<file path="config.mk">
export PLATFORM = sky130hd
export DESIGN_NAME = router_pkt_gen
export DESIGN_NICKNAME = d
export VERILOG_FILES = /design/src/rtl/router_pkg.sv /design/src/rtl/router_lfsr8.sv /design/src/rtl/router_pkt_gen.sv
export SDC_FILE = /design/constraint.sdc
export NUM_CORES = 1
export LEC_CHECK = 0
export BUFFER_PORTS_ARGS = -buffer_cell sky130_fd_sc_hd__clkbuf_2
export CORE_UTILIZATION = 50
export DETAILED_ROUTE_END_ITERATION = 7
export PLACE_DENSITY = 0.71
export SYNTH_ARGS = -nofsm -noshare
export SYNTH_HDL_FRONTEND = slang
export SYNTH_SLANG_ARGS = --single-unit
</file>
<file path="constraint.sdc">
create_clock -name clk -period 2.1 [get_ports clk]
set_clock_uncertainty 0.1 [all_clocks]
set_input_delay 0.315 -clock clk [delete_from_list [all_inputs] [get_ports clk]]
set_output_delay 0.315 -clock clk [all_outputs]
set_load 0.005 [all_outputs]
</file>
<file path="src/rtl/router_pkg.sv">
// Shared types and constants for the router packet generator: field widths,
// FSM state encoding and the payload LFSR polynomial.
package router_pkg;

  localparam int ADDR_W = 2;
  localparam int LEN_W  = 6;
  localparam logic [ADDR_W-1:0] MAX_ADDR = 2'd2;

  // Bit i set means state bit i feeds the XOR (x^8+x^6+x^5+x^4+1).
  localparam logic [7:0] LFSR_TAPS = 8'hB8;

  typedef enum logic [1:0] {
    ST_IDLE,
    ST_HEADER,
    ST_PAYLOAD,
    ST_PARITY
  } state_e;

  function automatic logic [7:0] lfsr_next(input logic [7:0] s);
    return {s[6:0], ^(s & LFSR_TAPS)};
  endfunction

endpackage

</file>
<file path="src/rtl/router_lfsr8.sv">
// 8-bit Fibonacci LFSR, shifting left; steps only when adv is high and
// returns to SEED only on reset.
module router_lfsr8
  import router_pkg::*;
#(
  parameter logic [7:0] SEED = 8'hA5
) (
  input  logic       clk,
  input  logic       reset,
  input  logic       adv,
  output logic [7:0] q
);

  logic [7:0] q_q;

  // NOTE: state registers use non-blocking assignments so every flop samples
  // the pre-edge values of its inputs, independent of process ordering.
  always_ff @(posedge clk or posedge reset) begin
    if (reset) begin
      q_q <= SEED;
    end else if (adv) begin
      q_q <= lfsr_next(q_q);
    end
  end

  assign q = q_q;

endmodule

</file>
<file path="src/rtl/router_pkt_gen.sv">
// Router packet source: emits header, LFSR payload and even-parity byte for
// each accepted start request, holding the current byte while busy is high.
module router_pkt_gen
  import router_pkg::*;
#(
  parameter logic [7:0] SEED = 8'hA5
) (
  input  logic              clk,
  input  logic              reset,
  input  logic              start,
  input  logic [ADDR_W-1:0] addr,
  input  logic [LEN_W-1:0]  len,
  input  logic              busy,
  output logic [7:0]        datain,
  output logic              packet_valid,
  output logic              ready,
  output logic              done,
  output logic              rej
);

  state_e           state_q, state_d;
  logic [LEN_W-1:0] len_q, len_d;
  logic [LEN_W-1:0] cnt_q, cnt_d;
  logic [7:0]       par_q, par_d;
  logic [7:0]       data_q, data_d;
  logic             pv_q, pv_d;
  logic             done_q, done_d;
  logic             rej_q, rej_d;
  logic             lfsr_adv;
  logic [7:0]       lfsr_q;
  logic             accept;

  router_lfsr8 #(.SEED(SEED)) u_lfsr (
    .clk   (clk),
    .reset (reset),
    .adv   (lfsr_adv),
    .q     (lfsr_q)
  );

  always_ff @(posedge clk or posedge reset) begin
    if (reset) begin
      state_q <= ST_IDLE;
      len_q   <= '0;
      cnt_q   <= '0;
      par_q   <= '0;
      data_q  <= '0;
      pv_q    <= 1'b0;
      done_q  <= 1'b0;
      rej_q   <= 1'b0;
    end else begin
      state_q <= state_d;
      len_q   <= len_d;
      cnt_q   <= cnt_d;
      par_q   <= par_d;
      data_q  <= data_d;
      pv_q    <= pv_d;
      done_q  <= done_d;
      rej_q   <= rej_d;
    end
  end

  assign accept = (state_q != ST_IDLE) && !busy;

  // NOTE: every signal driven here gets a default first, so no path through
  // the case can leave one unassigned and infer a latch.
  always_comb begin
    state_d  = state_q;
    len_d    = len_q;
    cnt_d    = cnt_q;
    par_d    = par_q;
    data_d   = data_q;
    pv_d     = pv_q;
    done_d   = 1'b0;
    rej_d    = 1'b0;
    lfsr_adv = 1'b0;

    unique case (state_q)
      ST_IDLE: begin
        if (start) begin
          if ((addr <= MAX_ADDR) && (len != '0)) begin
            state_d = ST_HEADER;
            len_d   = len;
            cnt_d   = '0;
            data_d  = {len, addr};
            par_d   = {len, addr};
            pv_d    = 1'b1;
          end else begin
            rej_d = 1'b1;
          end
        end
      end
      ST_HEADER: begin
        if (accept) begin
          state_d = ST_PAYLOAD;
          data_d  = lfsr_q;
        end
      end
      ST_PAYLOAD: begin
        if (accept) begin
          lfsr_adv = 1'b1;
          par_d    = par_q ^ data_q;
          cnt_d    = cnt_q + LEN_W'(1);
          // The byte on the bus is the last one: present the folded parity next.
          if (cnt_q == len_q - LEN_W'(1)) begin
            state_d = ST_PARITY;
            data_d  = par_q ^ data_q;
            pv_d    = 1'b0;
          end else begin
            data_d = lfsr_next(lfsr_q);
          end
        end
      end
      ST_PARITY: begin
        if (accept) begin
          state_d = ST_IDLE;
          data_d  = '0;
          done_d  = 1'b1;
        end
      end
      default: state_d = ST_IDLE;
    endcase
  end

  assign datain       = data_q;
  assign packet_valid = pv_q;
  assign ready        = (state_q == ST_IDLE);
  assign done         = done_q;
  assign rej          = rej_q;

endmodule

</file>
After elaboration in Yosys (flattened, before gate mapping). Cells that the tools add are included.

RAM bits: 0. ROM bits: 0. Word-level logic and storage cells: 67. Bits in latches: 0. Register bits: 41. Memories kept: 0. Output and inout port bits: 12. Input port bits: 12.

Div/mod/pow operators: 0. $lt $le $gt $ge: 1. Multiply operators: 0. Shifts and indexed selects: 0. Equality and inequality tests: 10. Muxes and demuxes: 31. Reduce and logical (&&, ||, !) cells: 13. Bitwise operators: 1. Add/sub/neg operators: 2.

Operators with widths (count): 8-bit two-way mux (7); 8-bit case mux with 4 select lines (1); 6-bit two-way mux (3); 8-bit case mux with 2 select lines (1); 2-bit two-way mux (6); 6-bit case mux with 2 select lines (1); 1-bit two-way mux (10); 2-bit inequality test (second input constant) (5); 5-bit AND reduction (2); 2-bit case mux with 4 select lines (1); 8-bit XOR reduction (1); 8-bit XOR (1); 6-bit by 1-bit adder with 6-bit output (second input constant) (1); 6-bit == test (1); 6-bit AND reduction (1); 6-bit nonzero test (1); 6-bit by 1-bit subtractor with 6-bit output (second input constant) (1); 2-bit == test (second input constant) (2); 4-bit AND reduction (1); 2-bit nonzero test (2); 3-bit AND reduction (1); 2-bit by 1-bit == test with 1-bit output (second input constant) (1); 2-bit less-or-equal comparator (second input constant) (1); 1-bit logical AND (2); other kinds (4) (4).

Logic depth before layout (Yosys ltp).
Depth after elaboration: 5. Mapped depth: 8. Gate-level depth less buffers: 7.

Cells and area by module. From an unflattened synthesis, not the netlist that was laid out.

Cell total of the unflattened synthesis: 244. Area total of the unflattened synthesis: 2374.8 um2.

By module, submodules not included: router_pkt_gen (cells each 222, instances 1, area an instance 2047.0 um2); router_lfsr8 (cells each 22, instances 1, area an instance 327.8 um2).

Least setup slack after synthesis. No wires, ideal clock.

Kind: register -> register. Start: register len_q[0]. End: register state_q[0]. Buffers on the path: 1. Clock period less this slack: 2.100 ns. Stages on the path, launching flop included: 9. Arrival: 1.904 ns. Path slack: 0.000 ns. Data required time: 1.904 ns. Cell sequence: dfrtp_1 inv_1 ha_1 nor2b_1 or3_1 a31o_1 or2_0 buf_6 a311oi_2.

Word-level cells in the longest chain between the ends: 4.

Ends and longest elaborated chain: from (decl) (line router_pkt_gen.sv:22) `logic [LEN_W-1:0] len_q, len_d;`; from (signal assigned) (line router_pkt_gen.sv:52) `len_q <= len_d;`; 6-bit by 1-bit subtractor with 6-bit output (line router_pkt_gen.sv:104) `if (cnt_q == len_q - LEN_W'(1)) begin`; 6-bit == test (line router_pkt_gen.sv:104); 2-bit inequality test (no line); 6-bit AND reduction (no line); to (signal assigned) (line router_pkt_gen.sv:51) `state_q <= state_d;`; to (decl) (line router_pkt_gen.sv:21) `state_e state_q, state_d;`.

No other way between the ends. A chain may end at the register's enable or synchronous reset.

Final worst setup path.
Start: register len_q[1]. End: register state_q[1].

The elaborated chain is that of the path after synthesis.

==> results.toml <==
[run_status]
status = "completed"

[clocking]
clock-sinks = 41
cts_tree = "built"
clockBufferDepth = 2
cts.clk_slew.worst_paths_ns = 0.08
cts-htree-levels = 2
clock_latency_ns = 0.30
cts_made_buffers = 5
cts_root_buffer = "clkbuf_8"

[place]
dp_cells = 399
hpwlAfterDp_mm = 4.83
gp_congestion = 0.914
io_buffers = 23
place_ws_ns = -0.0463

[synthesis]
ys_seq_elements = 41
synth_ff_type = "dfrtp_1"
seq_area_frac_synth = 0.398
syn-num-nets = 313
synth_top_area_share = 0.357
synth_top_area_cell = "dfrtp_1"
syn_area_sq_mm = 0.00259
netlist_instances = 295
synth.distinct_cells = 41
postSynthAreaPerCell_sq_um = 8.78
async_reset_ff_frac = 1.00
synth_edf_count = 0
synthTopCellsByArea = "dfrtp_1, nand2_1, o211ai_1"
yosys_warnings = 0

[global_route]
grt_pass1_vias = 2226
antenna_found_initial = 0
grt_max_degree = 42
grtUsageTotal = 0.272
grt-ovfl-total = 0
grt_pass1_wl_mm = 11.1

[floorplanning]
die_y_um = 74.0
num_rows = 25
core_sq_mm = 0.00485
initial_core_util = 0.534
num_io_pins = 24
die_w_um = 74.0
dieArea_sq_mm = 0.00547

[route]
via_per_inst = 5.85
wl_per_cell_um = 17.0
drtIter0Drc = 297
dr.pass1.iters = 4
num_vias = 2399
wl_mm = 6.97
drc_errors = 0
ant_nets = 0

[cells_and_area]
final_common_cell = "nand2_1"
syn_to_final_growth_pct = 23.1
nets = 360
layout_common_cells = "nand2_1, dfrtp_1, nor2_1"
drive_gt1_frac = 0.277
antenna_cells = 0
stdcell_count = 410

[setup_path]
cp_max_fo = 5
startpoint_type = "flip-flop"
end_kind = "flip-flop"
cp.required_ns = 2.20
criticalPathCategory = "reg2reg"
cp.arrival_ns = 2.19

[sta]
slew_violations = 0
max-slew-margin-rel = 0.609
setup_tns_ns = 0
fin_crit_ns = 2.09
hold_viol_final = 0
whs_ns = 0.00391
rsz0062_at_grt = "yes"
worstMarginPinSlew_ns = 0.581
fin_crit_sh = 0.996
setup_viol = 0
setup_slack_ns = 0.00933
fmax_ghz = 0.478

[job]
cap_viol_max_count = 0

[worst_hold_path]
min_path_type = "in2async"

[power]
powerDensity_mw_per_mm2 = 1650
p_leak_nw = 1.36
ir_worst_vdd_v = 0.000830
totalPowerFinal_mw = 5.26
## layer usage
metal  GRT usage  part of all wire
met3      0.0393             0.041
met1       0.397              0.46
met4      0.0983             0.016
met2       0.412              0.48
met5           0                 0
## sequential cells by signal, summed over array words and instances, names as in the netlist
register and count:
cnt_q 6, datain 8, done 1, len_q 6, packet_valid 1, par_q 8
rej 1, state_q 2, u_lfsr.q 8
## report_power, final
group	leakage [nW]	switching (mW)	internal, mW
logic	0.816	1.66	1.47
clock network	0.0455	0.276	0.268
registers	0.500	0.415	1.18
## final timing paths
kind | from | endpoint | slack [ns] | depth (start not counted)
worst max-delay path | len_q[1] | state_q[1] | 0.009 | 8
worst min-delay path | reset | par_q[6] | 0.004 | 3
worst max register to register | len_q[1] | state_q[1] | 0.009 | 8
worst min register to register | u_lfsr.q[2] | u_lfsr.q[2] | 0.39 | 2
max in group asynchronous | reset | u_lfsr.q[0] | 1.50 | 3
min in group clk | len[4] | len_q[4] | 0.20 | 3
## worst max-delay path: stages (launching register included)
cell	delay [ns]
dfrtp_1	0.37
inv_2	0.06
ha_4	0.16
nor2b_4	0.12
or3_1	0.35
a31o_1	0.20
or2_4	0.25
buf_6	0.14
o311ai_2	0.24
## timing repair
action | in CTS | in global routing
endpoints found under the setup margin | 6 | 25
cloned | 1 | 0
hold buffers | 0 | 0
buffers inserted | 0 | 2
gates resized for setup | 8 | 25
pin swaps | 3 | 9
## cell families (layout without fill, tap and decap cells)
group | count (synthesis) | after routing | synth area share
xor gates and xnor gates | 17 | 17 | 0.0575
muxes | 8 | 8 | 0.0324
DFF | 41 | 41 | 0.398
adders and majority gates | 6 | 6 | 0.0290
and+or+nand+nor | 122 | 122 | 0.229
AOI/OAI and AO/OA | 76 | 76 | 0.214
buffers and inverters | 25 | 73 | 0.0406
## through the flow
step | util | instance area [sq um]
floorplan | - | 2590
global placement | 0.610 | 2960
detailed placement | 0.610 | 2960
CTS | 0.636 | 3080
global route | 0.658 | 3190
finish | 0.658 | 3190
## synth_stat cells, types with 2 or more instances
cell,count
o2111ai_1,8
xor2_1,9
nor2_1,31
nor2b_1,2
inv_1,9
and2_1,10
mux2_2,3
dfrtp_1,37
o211ai_1,21
nand4_1,10
ha_1,6
o21ai_0,9
a21oi_1,17
nor3_1,2
dfstp_2,4
buf_2,3
a211o_1,12
xnor2_1,8
clkbuf_1,11
mux2i_1,5
or3_1,2
nand2_1,48
nand4b_1,9
nor4_1,2
## final cells by class
cell class	count	area [sq um]
repair buffers	56	394
clock buffers	8	90.1
multi-input cells	229	1560
inverters	9	33.8
flip-flops and latches	41	1030
well taps	67	83.8
fillers	405	1660
Note: power is estimated with default switching activity, not from simulation.
